## config.mk

```make
export PLATFORM = sky130hd
export DESIGN_NAME = pb_conditioner_flat
export DESIGN_NICKNAME = d
export VERILOG_FILES = /design/src/rtl/pb_conditioner_if.sv /design/src/rtl/pb_conditioner.sv /design/src/flat_wrapper.sv
export SDC_FILE = /design/constraint.sdc
export NUM_CORES = 1
export LEC_CHECK = 0
export CORE_MARGIN = 2
export CORE_UTILIZATION = 40
export DETAILED_ROUTE_END_ITERATION = 6
export PLACE_DENSITY_LB_ADDON = 0.12
export RECOVER_POWER = 50
export SLEW_MARGIN = 10
export SYNTH_ARGS = -nofsm -noshare
export SYNTH_HDL_FRONTEND = slang
export SYNTH_SLANG_ARGS = --single-unit
```

## constraint.sdc

```tcl
create_clock -name clk -period 1.32 [get_ports clk]
set_input_delay 0.264 -clock clk [delete_from_list [all_inputs] [get_ports clk]]
set_output_delay 0.264 -clock clk [all_outputs]
set_load 0.01 [all_outputs]
```

## src/rtl/pb_conditioner_if.sv

```systemverilog
// Bundles the push-button conditioner's button, arm and pulse signals.
//   pbl_raw/pbr_raw : raw asynchronous button levels (active-high)
//   arm             : 1 = presses may generate pulses
//   pbl/pbr         : one-clock press pulses toward the push-button latch
//   pbl_lvl/pbr_lvl : debounced button levels
//   both            : pbl and pbr pulsed in the same cycle
// The master side drives buttons/arm; the slave side is the conditioner.
interface pb_conditioner_if;
  logic pbl_raw;
  logic pbr_raw;
  logic arm;
  logic pbl;
  logic pbr;
  logic pbl_lvl;
  logic pbr_lvl;
  logic both;

  modport master (
    output pbl_raw, pbr_raw, arm,
    input  pbl, pbr, pbl_lvl, pbr_lvl, both
  );

  modport slave (
    input  pbl_raw, pbr_raw, arm,
    output pbl, pbr, pbl_lvl, pbr_lvl, both
  );
endinterface

```

## src/rtl/pb_conditioner.sv

```systemverilog
// Push-button conditioner for the tug-of-war game. Each of the two buttons
// goes through a 2-flop synchronizer, a counter debouncer and a rising-edge
// one-shot. Presses are suppressed while arm is low, and a button already
// held when play is armed must be released and pressed again to count.
//   clk  : system clock
//   rst  : asynchronous, active-low reset
//   pb   : pb_conditioner_if.slave (raw buttons, arm, pulses, levels, both)
// Channel index 0 is the left button, 1 is the right button.
module pb_conditioner #(
  parameter int DEB_CYCLES = 16,
  parameter int CNT_W      = 5
) (
  input logic         clk,
  input logic         rst,
  pb_conditioner_if.slave pb
);

  localparam logic [CNT_W-1:0] CNT_MAX = CNT_W'(DEB_CYCLES - 1);
  localparam logic [CNT_W-1:0] CNT_ONE = CNT_W'(1);

  logic [1:0]       raw;
  logic [1:0]       s1_q, s1_d;
  logic [1:0]       s2_q, s2_d;
  logic [1:0]       lvl_q, lvl_d;
  logic [1:0]       need_rel_q, need_rel_d;
  logic [1:0]       pulse_q, pulse_d;
  logic [CNT_W-1:0] cnt_q [2];
  logic [CNT_W-1:0] cnt_d [2];
  logic             both_q, both_d;
  logic             arm_q, arm_d;

  assign raw = {pb.pbr_raw, pb.pbl_raw};

  // NOTE: every always_comb output starts from a default so no path leaves
  // a signal unassigned, which would otherwise infer a latch.
  always_comb begin
    s1_d       = raw;
    s2_d       = s1_q;
    lvl_d      = lvl_q;
    need_rel_d = need_rel_q;
    pulse_d    = '0;
    cnt_d      = cnt_q;
    arm_d      = pb.arm;

    for (int c = 0; c < 2; c++) begin
      // Any sample agreeing with the debounced level restarts the count, so
      // the counter never exceeds CNT_MAX and cannot wrap.
      if (s2_q[c] == lvl_q[c]) begin
        cnt_d[c] = '0;
      end else if (cnt_q[c] == CNT_MAX) begin
        lvl_d[c] = s2_q[c];
        cnt_d[c] = '0;
      end else begin
        cnt_d[c] = cnt_q[c] + CNT_ONE;
      end

      pulse_d[c] = ~lvl_q[c] & lvl_d[c] & pb.arm & ~need_rel_q[c];

      // A level that is high while disarmed, or high at the moment arm
      // rises, was not pressed inside the play window: lock it out until
      // the button is seen released.
      if (!lvl_q[c]) begin
        need_rel_d[c] = 1'b0;
      end else if (!pb.arm || !arm_q) begin
        need_rel_d[c] = 1'b1;
      end
    end

    both_d = &pulse_d;
  end

  // NOTE: state is updated with non-blocking assignments so every flop
  // samples the pre-edge values regardless of statement order.
  always_ff @(posedge clk or negedge rst) begin
    if (!rst) begin
      s1_q       <= '0;
      s2_q       <= '0;
      lvl_q      <= '0;
      need_rel_q <= '0;
      pulse_q    <= '0;
      cnt_q[0]   <= '0;
      cnt_q[1]   <= '0;
      both_q     <= 1'b0;
      arm_q      <= 1'b0;
    end else begin
      s1_q       <= s1_d;
      s2_q       <= s2_d;
      lvl_q      <= lvl_d;
      need_rel_q <= need_rel_d;
      pulse_q    <= pulse_d;
      cnt_q      <= cnt_d;
      both_q     <= both_d;
      arm_q      <= arm_d;
    end
  end

  assign pb.pbl     = pulse_q[0];
  assign pb.pbr     = pulse_q[1];
  assign pb.pbl_lvl = lvl_q[0];
  assign pb.pbr_lvl = lvl_q[1];
  assign pb.both    = both_q;

endmodule

```

## src/flat_wrapper.sv

```systemverilog
// flat-port wrapper written by rule: the top's interface ports become plain ports
module pb_conditioner_flat 
#(
  parameter int DEB_CYCLES = 16,
  parameter int CNT_W      = 5
)
  (clk, rst, pb_pbl_raw, pb_pbr_raw, pb_arm, pb_pbl, pb_pbr, pb_pbl_lvl, pb_pbr_lvl, pb_both);
  pb_conditioner_if pb_i ();
  input logic clk;
  input logic rst;
  input wire logic [$bits(pb_i.pbl_raw)-1:0] pb_pbl_raw;
  input wire logic [$bits(pb_i.pbr_raw)-1:0] pb_pbr_raw;
  input wire logic [$bits(pb_i.arm)-1:0] pb_arm;
  output wire logic [$bits(pb_i.pbl)-1:0] pb_pbl;
  output wire logic [$bits(pb_i.pbr)-1:0] pb_pbr;
  output wire logic [$bits(pb_i.pbl_lvl)-1:0] pb_pbl_lvl;
  output wire logic [$bits(pb_i.pbr_lvl)-1:0] pb_pbr_lvl;
  output wire logic [$bits(pb_i.both)-1:0] pb_both;
  assign pb_i.pbl_raw = pb_pbl_raw;
  assign pb_i.pbr_raw = pb_pbr_raw;
  assign pb_i.arm = pb_arm;
  assign pb_pbl = pb_i.pbl;
  assign pb_pbr = pb_i.pbr;
  assign pb_pbl_lvl = pb_i.pbl_lvl;
  assign pb_pbr_lvl = pb_i.pbr_lvl;
  assign pb_both = pb_i.both;
  pb_conditioner #(.DEB_CYCLES(DEB_CYCLES), .CNT_W(CNT_W)) u_core (.clk(clk), .rst(rst), .pb(pb_i));
endmodule
```

==> impl_results.md, run 1 <==
- Max cap viols: 0
- Sink Count: 22
- Yosys Warn Count: 0
- DPL Wire Length: 821 um
- Core Area: 0.00194 mm^2
- Outcome: finished, final reports clean
- Crit path buffers/inverters: 1
- Max VDD drop: 0.000719 V
- Critical path launch point type: flip-flop
- DR DRC count: 0
- Clock Latency Late Sink: 0.30 ns
- Synth Area in Simple Gates: 0.167
- CP Capture Type: primary output
- Wirelength per Cell: 10.7 um
- Final Hold Viols: 0
- GR Util met3: 0.0215
- Via count: 456
- Synth top area cells: dfrtp_1 (67%), xor2_1 (6.4%), nor2_1 (3.2%)
- Vias in the first global route: 504
- Nets: 84
- Initial antenna violation count: 0
- Worst path arrival time: 0.98 ns
- Post-DR vias/cell: 4.43
- Ant. Diodes: 0
- Largest net degree at the start of global routing: 23
- Most Crowded Layer GR: met2
- Synth Area in Adders: 0.0306
- Syn nets: 66
- CP required: 1.06 ns
- Combinational family with the most area after synthesis: simple AND/OR/NAND/NOR gates
- Starting DRT DRC Count: 5
- Post-CTS Repair Setup Buffers: 0
- Post-synth top area share: 0.674
- Worst Skew: 0.00331 ns
- Largest stage delay, worst path: 0.40 ns
- CP max FO: 2
- Hold Worst Slack: 0.363 ns
- Pwr per Cell Area: 1140 mW/mm^2
- Slowest cell on crit path: dfrtp_1
- Rows: 16
- CP Class: flip-flop to primary output
- Die ar.: 0.00242 mm^2
- Root Driver: clkbuf_4
- Post-Route WL: 1110 um
- Fin Setup TNS: 0 ns
- Total grt overflow: 0
- Fillers: 177
- Yosys top cell by area: dfrtp_1
- Period minus WS final: 1.24 ns
- Post-Syn Area: 817 um^2
- Post-Syn Instances: 59
- Post-synthesis mux area share: 0.0276
- Dpl cells: 99
- RSZ-0062 raised after global routing: false
- Avg Inst Size Synth: 13.8 um^2
- Netlist cell types: 17
- Fin cells: 103
- Clk buf depth: 2
- Slew headroom: 0.657
- Hold crit path type: flip-flop to flip-flop
- Iteration count of the initial detailed-routing pass: 4
- Initial Util: 0.421
- Share of layout cells above drive strength 1: 0.145
- Worst path cell trace: dlygate4sd2_1
- Final slew viol count: 0
- Grt met1 use: 0.162
- Seq cells post-synth: 22
- Sequential Area: 551 um^2
- Die Ht: 49.2 um
- Dpl cell area: 971 um^2
- Worst Tran Pin Value: 0.514 ns
- Port Buf Inserts: 9
- Top Ports: 10
- Placer congestion estimate: 0.711
- Syn-to-layout area delta: 22.2%
- Final Cell Area: 998 um^2
- Area occupied by multi-input gates: 263 um^2
- Routed Antenna Nets: 0
- Post-CTS Hold Buffers: 0
- Endpoints failing setup: 0
- CTS tree: done
- First-pass GRT wire length: 2120 um
- Crit path max-delay family: flip-flops
- TritonCTS buffer count: 3
- Max Fclk: 804 MHz
- CTS H-tree depth: 1
- Width of the chip: 49.2 um
- Register area share after synthesis: 0.674
- Global-route usage over all layers: 0.119
- Leakage: 0.538 nW
- Clock slew at reported path FFs: 0.12 ns
- Crit share post-route: 0.942
- Synth Area in Compound Gates: 0.0322
- GR Layer Usage met2: 0.164
- Post-synthesis xor/xnor area fraction: 0.0643
-- routing by layer --
metal | wire (um) | vias to the layer above
li1 | - | 232
met1 | 569 | 210
met2 | 465 | 10
met3 | 34 | 4
met4 | 36 | 0
met5 | 0 | -
-- stage by stage --
stage | total power (W) | setup WS [ns] | util
after floorplan | 0.000752 | 0.139 | -
after global placement | 0.000787 | 0.0772 | 0.500
after detailed placement | 0.000790 | 0.0695 | 0.500
after CTS | 0.00115 | 0.0571 | 0.515
after global routing | 0.00120 | 0.00539 | 0.514
final | 0.00113 | 0.0767 | 0.514
-- registers in the layout, summed over array words and instances, names as in the netlist --
name	flops
u_core.arm_q	1
u_core.need_rel_q	2
u_core.s1_q	2
u_core.s2_q	2
u_core.lvl_q	2
u_core.pulse_q	2
u_core.pb.both	1
u_core.cnt_q	10
-- cell usage after synthesis --
cell and count:
mux2_1 2, nand3_1 2, nand4bb_1 2, nor3_2 1, inv_1 1, nand2_1 3
a31oi_1 1, nor2_1 7, o21a_1 2, ha_1 2, nand4b_2 1, and3_1 1
xor2_1 6, dfrtp_1 22, and2_1 4, o21ai_1 1, nand3_2 1
-- cell type report --
type | count | share of cell area
inverters | 1 | 0.00376
multi-input cells | 36 | 0.263
clock buffers | 4 | 0.0363
flip-flops and latches | 22 | 0.551
repair buffers | 13 | 0.112
well taps | 27 | 0.0338
-- where the power goes --
group	internal, W	switching, W
combinational	0.0000265	0.0000329
sequential	0.000696	0.0000158
clock	0.000168	0.000194
-- worst paths after layout --
kind                                             end                 startpoint  depth (start not counted)  slack (ns)
min                         u_core.s2_q[0]$_DFF_PN0_   u_core.s1_q[0]$_DFF_PN0_                          0        0.36
min reg2reg                 u_core.s2_q[0]$_DFF_PN0_   u_core.s1_q[0]$_DFF_PN0_                          0        0.36
max in group asynchronous  u_core.cnt_q[8]$_DFF_PN0_                        rst                          2        0.53
max                                       pb_pbr_lvl  u_core.lvl_q[1]$_DFF_PN0_                          1        0.08
max reg2reg                u_core.lvl_q[0]$_DFF_PN0_  u_core.cnt_q[5]$_DFF_PN0_                          3        0.08
min in group asynchronous   u_core.s1_q[1]$_DFF_PN0_                        rst                          2        0.44
-- cells in the final DEF (no fill, tap or decap), drive strengths merged --
cell,synthesis,final
nand4bb,2,2
a31oi,1,1
ha,2,2
dfrtp,22,22
nand2,3,3
o21ai,1,1
and2,4,4
clkbuf,0,5
and3,1,1
inv,1,1
dlygate4sd3,0,4
nor2,7,7
dlygate4sd2,0,5
xor2,6,6
o21a,2,2
buf,0,3
nand4b,1,1
mux2,2,2
nor3,1,1
nand3,3,3
-- cell families after synthesis --
kind of cell,count (synthesis)
mux,2
fa+ha+maj,2
flops,22
compound gates,4
xor+xnor,6
simple gates,22
buf+inv,1
-- what timing repair did --
item                                    in CTS  in global routing
gates resized for setup                      5                  0
hold endpoints to repair                     0                  0
endpoints found under the setup margin       5                  0
Power figures use the tool's default switching activity.
==> run 2: changes to the inputs <==
CORE_UTILIZATION = 45   (was 40)
==> impl_results.md, run 2 (synthesized netlist as in run 1, its figures left out) <==
- Outcome: finished, final reports clean
- Max cap viols: 0
- Worst Tran Pin Value: 0.531 ns
- Biggest register: u_core.cnt_q
- Nets: 85
- Placer congestion estimate: 0.633
- Share of layout cells above drive strength 1: 0.169
- CTS H-tree depth: 1
- Clock slew at reported path FFs: 0.11 ns
- Initial antenna violation count: 0
- Total grt overflow: 0
- Fin Setup TNS: 0 ns
- Fillers: 146
- Flop pwr share: 0.631
- Grt met1 use: 0.194
- Fin cells: 102
- Vias in the first global route: 503
- Leakage: 0.544 nW
- Syn-to-layout area delta: 23.3%
- Sequential Area: 551 um^2
- Slowest cell on crit path: dfrtp_1
- DPL Wire Length: 833 um
- Fin util: 0.590
- Endpoints failing setup: 0
- Global-route usage over all layers: 0.139
- GR Util met3: 0.0235
- CP max FO: 3
- Max VDD drop: 0.000660 V
- Final Hold Viols: 0
- Root Driver: clkbuf_4
- DR DRC count: 0
- Dpl cells: 97
- Most Crowded Layer GR: met2
- Sink Count: 22
- Die ar.: 0.00217 mm^2
- CTS tree: done
- Routed Antenna Nets: 0
- Hold Worst Slack: 0.362 ns
- Combinational group share of total power: 0.056
- Worst path arrival time: 1.42 ns
- TritonCTS buffer count: 3
- Commonest cells after routing, fill and taps aside: dfrtp_1 (22), nor2_1 (7), xor2_1 (6)
- Switching Fraction: 0.208
- Clock Latency Late Sink: 0.29 ns
- Clk buf depth: 2
- Iteration count of the initial detailed-routing pass: 3
- Area occupied by multi-input gates: 267 um^2
- NetSw: 0.000234 W
- Max Fclk: 808 MHz
- Worst path cell trace: ha_1 > nand4b_2 > mux2_1
- Pwr per Cell Area: 1120 mW/mm^2
- CP Class: flip-flop to flip-flop
- Post-CTS Hold Buffers: 0
- Post-DR vias/cell: 4.62
- Starting DRT DRC Count: 2
- Int Power: 0.000893 W
- Clock power frac: 0.313
- Largest net degree at the start of global routing: 23
- CP required: 1.50 ns
- Rows: 15
- Wirelength per Cell: 11.1 um
- Hold crit path type: flip-flop to flip-flop
- Core Area: 0.00171 mm^2
- Max FFs per register: 10
- Most common cell after layout, fill and taps aside: dfrtp_1
- Initial Util: 0.478
- Port Buf Inserts: 9
- Via count: 471
- Die Ht: 46.6 um
- Slew headroom: 0.646
- Period minus WS final: 1.24 ns
- Width of the chip: 46.6 um
- Crit share post-route: 0.938
- Critical path launch point type: flip-flop
- Worst Skew: 0.00208 ns
- Final slew viol count: 0
- Top Ports: 10
- First-pass GRT wire length: 2110 um
- RSZ-0062 raised after global routing: false
- GR Layer Usage met2: 0.211
- Post-Route WL: 1140 um
- Ant. Diodes: 0
- Largest stage delay, worst path: 0.41 ns
- CP Capture Type: flip-flop
-- run 2: final timing paths --
kind	startpoint	endpoint	slack, ns	cells past startpoint
worst min-delay path	u_core.s1_q[0]$_DFF_PN0_	u_core.s2_q[0]$_DFF_PN0_	0.36	0
min in group asynchronous	rst	u_core.lvl_q[1]$_DFF_PN0_	0.47	2
worst min register to register	u_core.s1_q[0]$_DFF_PN0_	u_core.s2_q[0]$_DFF_PN0_	0.36	0
worst max-delay path	u_core.cnt_q[5]$_DFF_PN0_	u_core.lvl_q[0]$_DFF_PN0_	0.08	3
worst max register to register	u_core.cnt_q[5]$_DFF_PN0_	u_core.lvl_q[0]$_DFF_PN0_	0.08	3
max in group asynchronous	rst	u_core.cnt_q[5]$_DFF_PN0_	0.50	2
-- run 2: cell type report --
class | count | share of cell area
Sequential cell | 22 | 0.547
Multi-Input combinational cell | 36 | 0.265
Timing Repair Buffer | 14 | 0.118
Clock buffer | 4 | 0.0360
Tap cell | 25 | 0.0311
Inverter | 1 | 0.00373
-- run 2: stage by stage --
stage	instance area, um^2	total power, W	setup slack, ns
2_1_floorplan	817	0.000752	0.139
3_3_place_gp	968	0.000787	0.0899
3_5_place_dp	968	0.000789	0.0508
4_1_cts	998	0.00114	0.0592
5_1_grt	1010	0.00117	0.0245
6_report	1010	0.00113	0.0822
-- run 2: power by group through the flow --
| stage | Clock [W] | Combinational [W] | Sequential, W |
|---|---|---|---|
| 6_report | 0.000352 | 0.0000633 | 0.000711 |
| 5_1_grt | 0.000378 | 0.0000762 | 0.000715 |
| 4_1_cts | 0.000368 | 0.0000637 | 0.000712 |
| 3_5_place_dp | 0 | 0.0000632 | 0.000726 |
| 3_3_place_gp | 0 | 0.0000620 | 0.000725 |
| 2_1_floorplan | 0 | 0.0000298 | 0.000722 |
-- run 2: metal layers --
metal	vias to the layer above	share of wire	wire, um
li1	235	-	-
met1	222	0.52	586
met2	12	0.43	487
met3	2	0.043	49
met4	0	0.011	12
met5	-	0	0
-- run 2: what timing repair did --
item / 4_1_cts / 5_1_grt
hold endpoints to repair: 0 / 0
buffers inserted: 0 / 1
endpoints found under the setup margin: 5 / 5
resized for setup: 5 / 1
-- run 2: worst max-delay path: cells and delay by family, from the launching register on --
family	cells	cell delay [ns]
fa+ha+maj	1	0.25
flops	1	0.41
mux	1	0.34
simple gates	1	0.13
==> run 3: changes to the inputs <==
CORE_ASPECT_RATIO = 1.2   (was default)
CTS_CLUSTER_SIZE = 14   (was default)
==> impl_results.md, run 3 (synthesized netlist as in run 1, its figures left out) <==
- First-pass GRT wire length: 2020 um
- Share of layout cells above drive strength 1: 0.160
- Core Area: 0.00166 mm^2
- Iteration count of the initial detailed-routing pass: 4
- Post-CTS Repair Setup Buffers: 0
- CTS tree: done
- Max Fclk: 811 MHz
- Die ar.: 0.00217 mm^2
- Clock power frac: 0.266
- Via count: 486
- GR Util met3: 0.0324
- Fin util: 0.590
- Starting DRT DRC Count: 3
- Sink Count: 22
- Vias in the first global route: 474
- Slew headroom: 0.653
- Clk buf depth: 2
- CP required: 1.50 ns
- CP max FO: 3
- Critical path launch point type: flip-flop
- RSZ-0062 raised after global routing: false
- Flop pwr share: 0.677
- CP Capture Type: flip-flop
- Combinational group share of total power: 0.057
- Max FFs per register: 10
- Worst Hold Depth: 0
- Ant. Diodes: 0
- NetSw: 0.000221 W
- CTS H-tree depth: 1
- Post-Route WL: 1040 um
- Hold crit path type: flip-flop to flip-flop
- Die Ht: 50.7 um
- Period minus WS final: 1.23 ns
- Fin Setup TNS: 0 ns
- TritonCTS buffer count: 3
- Grt met1 use: 0.159
- Max cap viols: 0
- DR DRC count: 0
- Routed Antenna Nets: 0
- Width of the chip: 42.9 um
- Crit share post-route: 0.935
- Wirelength per Cell: 11.1 um
- Global-route usage over all layers: 0.129
- Syn-to-layout area delta: 19.9%
- Initial Util: 0.492
- Worst Reg-to-Reg Cells: 4
- Largest net degree at the start of global routing: 23
- Post-DR vias/cell: 5.23
- Int Power: 0.000830 W
- Max VDD drop: 0.000733 V
- Port Buf Inserts: 9
- Worst path arrival time: 1.42 ns
- Biggest register: u_core.cnt_q
- Commonest cells after routing, fill and taps aside: dfrtp_1 (22), nor2_1 (7), xor2_1 (6)
- DPL Wire Length: 773 um
- Leakage: 0.530 nW
- Top Ports: 10
- Final slew viol count: 0
- GR Layer Usage met2: 0.192
- Initial antenna violation count: 0
- Clock Latency Late Sink: 0.29 ns
- Clock slew at reported path FFs: 0.10 ns
- Final Hold Viols: 0
- Endpoints failing setup: 0
- Most Crowded Layer GR: met2
- CP Class: flip-flop to flip-flop
- Switching Fraction: 0.210
- Root Driver: clkbuf_4
- Rows: 16
- Nets: 84
- Worst Skew: 0.00223 ns
- Outcome: finished, final reports clean
- Placer congestion estimate: 0.650
- Most common cell after layout, fill and taps aside: dfrtp_1
- Worst Tran Pin Value: 0.521 ns
- Pwr per Cell Area: 1070 mW/mm^2
- Total grt overflow: 0
- Post-CTS Hold Buffers: 0
run 3: cell count changes in the layout (fill, tap and decap cells not counted):
cell and change:
buf_4 -1, clkdlybuf4s50_1 +1, dlygate4sd3_1 -1, ha_2 +1, ha_1 -1, clkbuf_8 -1
run 3: layout make-up:
| class | instances | area (um^2) |
|---|---|---|
| Tap cell | 18 | 22.5 |
| Timing Repair Buffer | 13 | 111 |
| Multi-Input combinational cell | 36 | 269 |
| Inverter | 1 | 3.75 |
| Sequential cell | 22 | 551 |
| Clock buffer | 3 | 22.5 |
| Fill cell | 147 | 682 |
run 3: path summary, 6_finish.rpt:
path	start	endpoint	slack, ns
max in group asynchronous	rst	u_core.arm_q$_DFF_PN0_	0.51
min in group asynchronous	rst	u_core.pulse_q[1]$_DFF_PN0_	0.46
setup reg to reg	u_core.cnt_q[0]$_DFF_PN0_	u_core.lvl_q[1]$_DFF_PN0_	0.09
hold / removal	u_core.s1_q[0]$_DFF_PN0_	u_core.s2_q[0]$_DFF_PN0_	0.36
setup / recovery	u_core.cnt_q[0]$_DFF_PN0_	u_core.lvl_q[1]$_DFF_PN0_	0.09
hold reg to reg	u_core.s1_q[0]$_DFF_PN0_	u_core.s2_q[0]$_DFF_PN0_	0.36
run 3: power groups by stage:
stage	clock, W	combinational, W	sequential [W]
after detailed placement	0	0.0000642	0.000726
after global routing	0.000327	0.0000727	0.000715
final	0.000279	0.0000602	0.000712
after global placement	0	0.0000625	0.000725
after floorplan	0	0.0000298	0.000722
after CTS	0.000296	0.0000643	0.000712
run 3: per-layer routing:
layer / vias to the layer above / part of all wire / wire length, um
met1: 238 / 0.49 / 511
met2: 12 / 0.43 / 442
li1: 232 / - / -
met5: - / 0 / 0
met4: 0 / 0.028 / 29
met3: 4 / 0.051 / 53
run 3: critical path, stage by stage, from the launching register on:
cell and delay, ns:
dfrtp_1 0.39, ha_2 0.21, nand3_2 0.09, nor2_1 0.11, mux2_1 0.33
run 3: timing repair:
item / 4_1_cts / 5_1_grt
endpoints found under the setup margin: 5 / 4
gates resized for setup: 5 / 2
pin swaps: 0 / 0
run 3: metrics by stage:
stage / hold slack [ns] / cell area (um^2) / power [W] / worst slack, ns / instances
CTS: 0.310 / 976 / 0.00107 / 0.0586 / 93
finish: 0.361 / 980 / 0.00105 / 0.0864 / 93
detailed placement: 0.339 / 960 / 0.000790 / 0.0591 / 90
global placement: 0.334 / 960 / 0.000788 / 0.0856 / 90
global route: 0.372 / 980 / 0.00112 / 0.00263 / 93
floorplan: -0.0316 / 817 / 0.000752 / 0.139 / 59
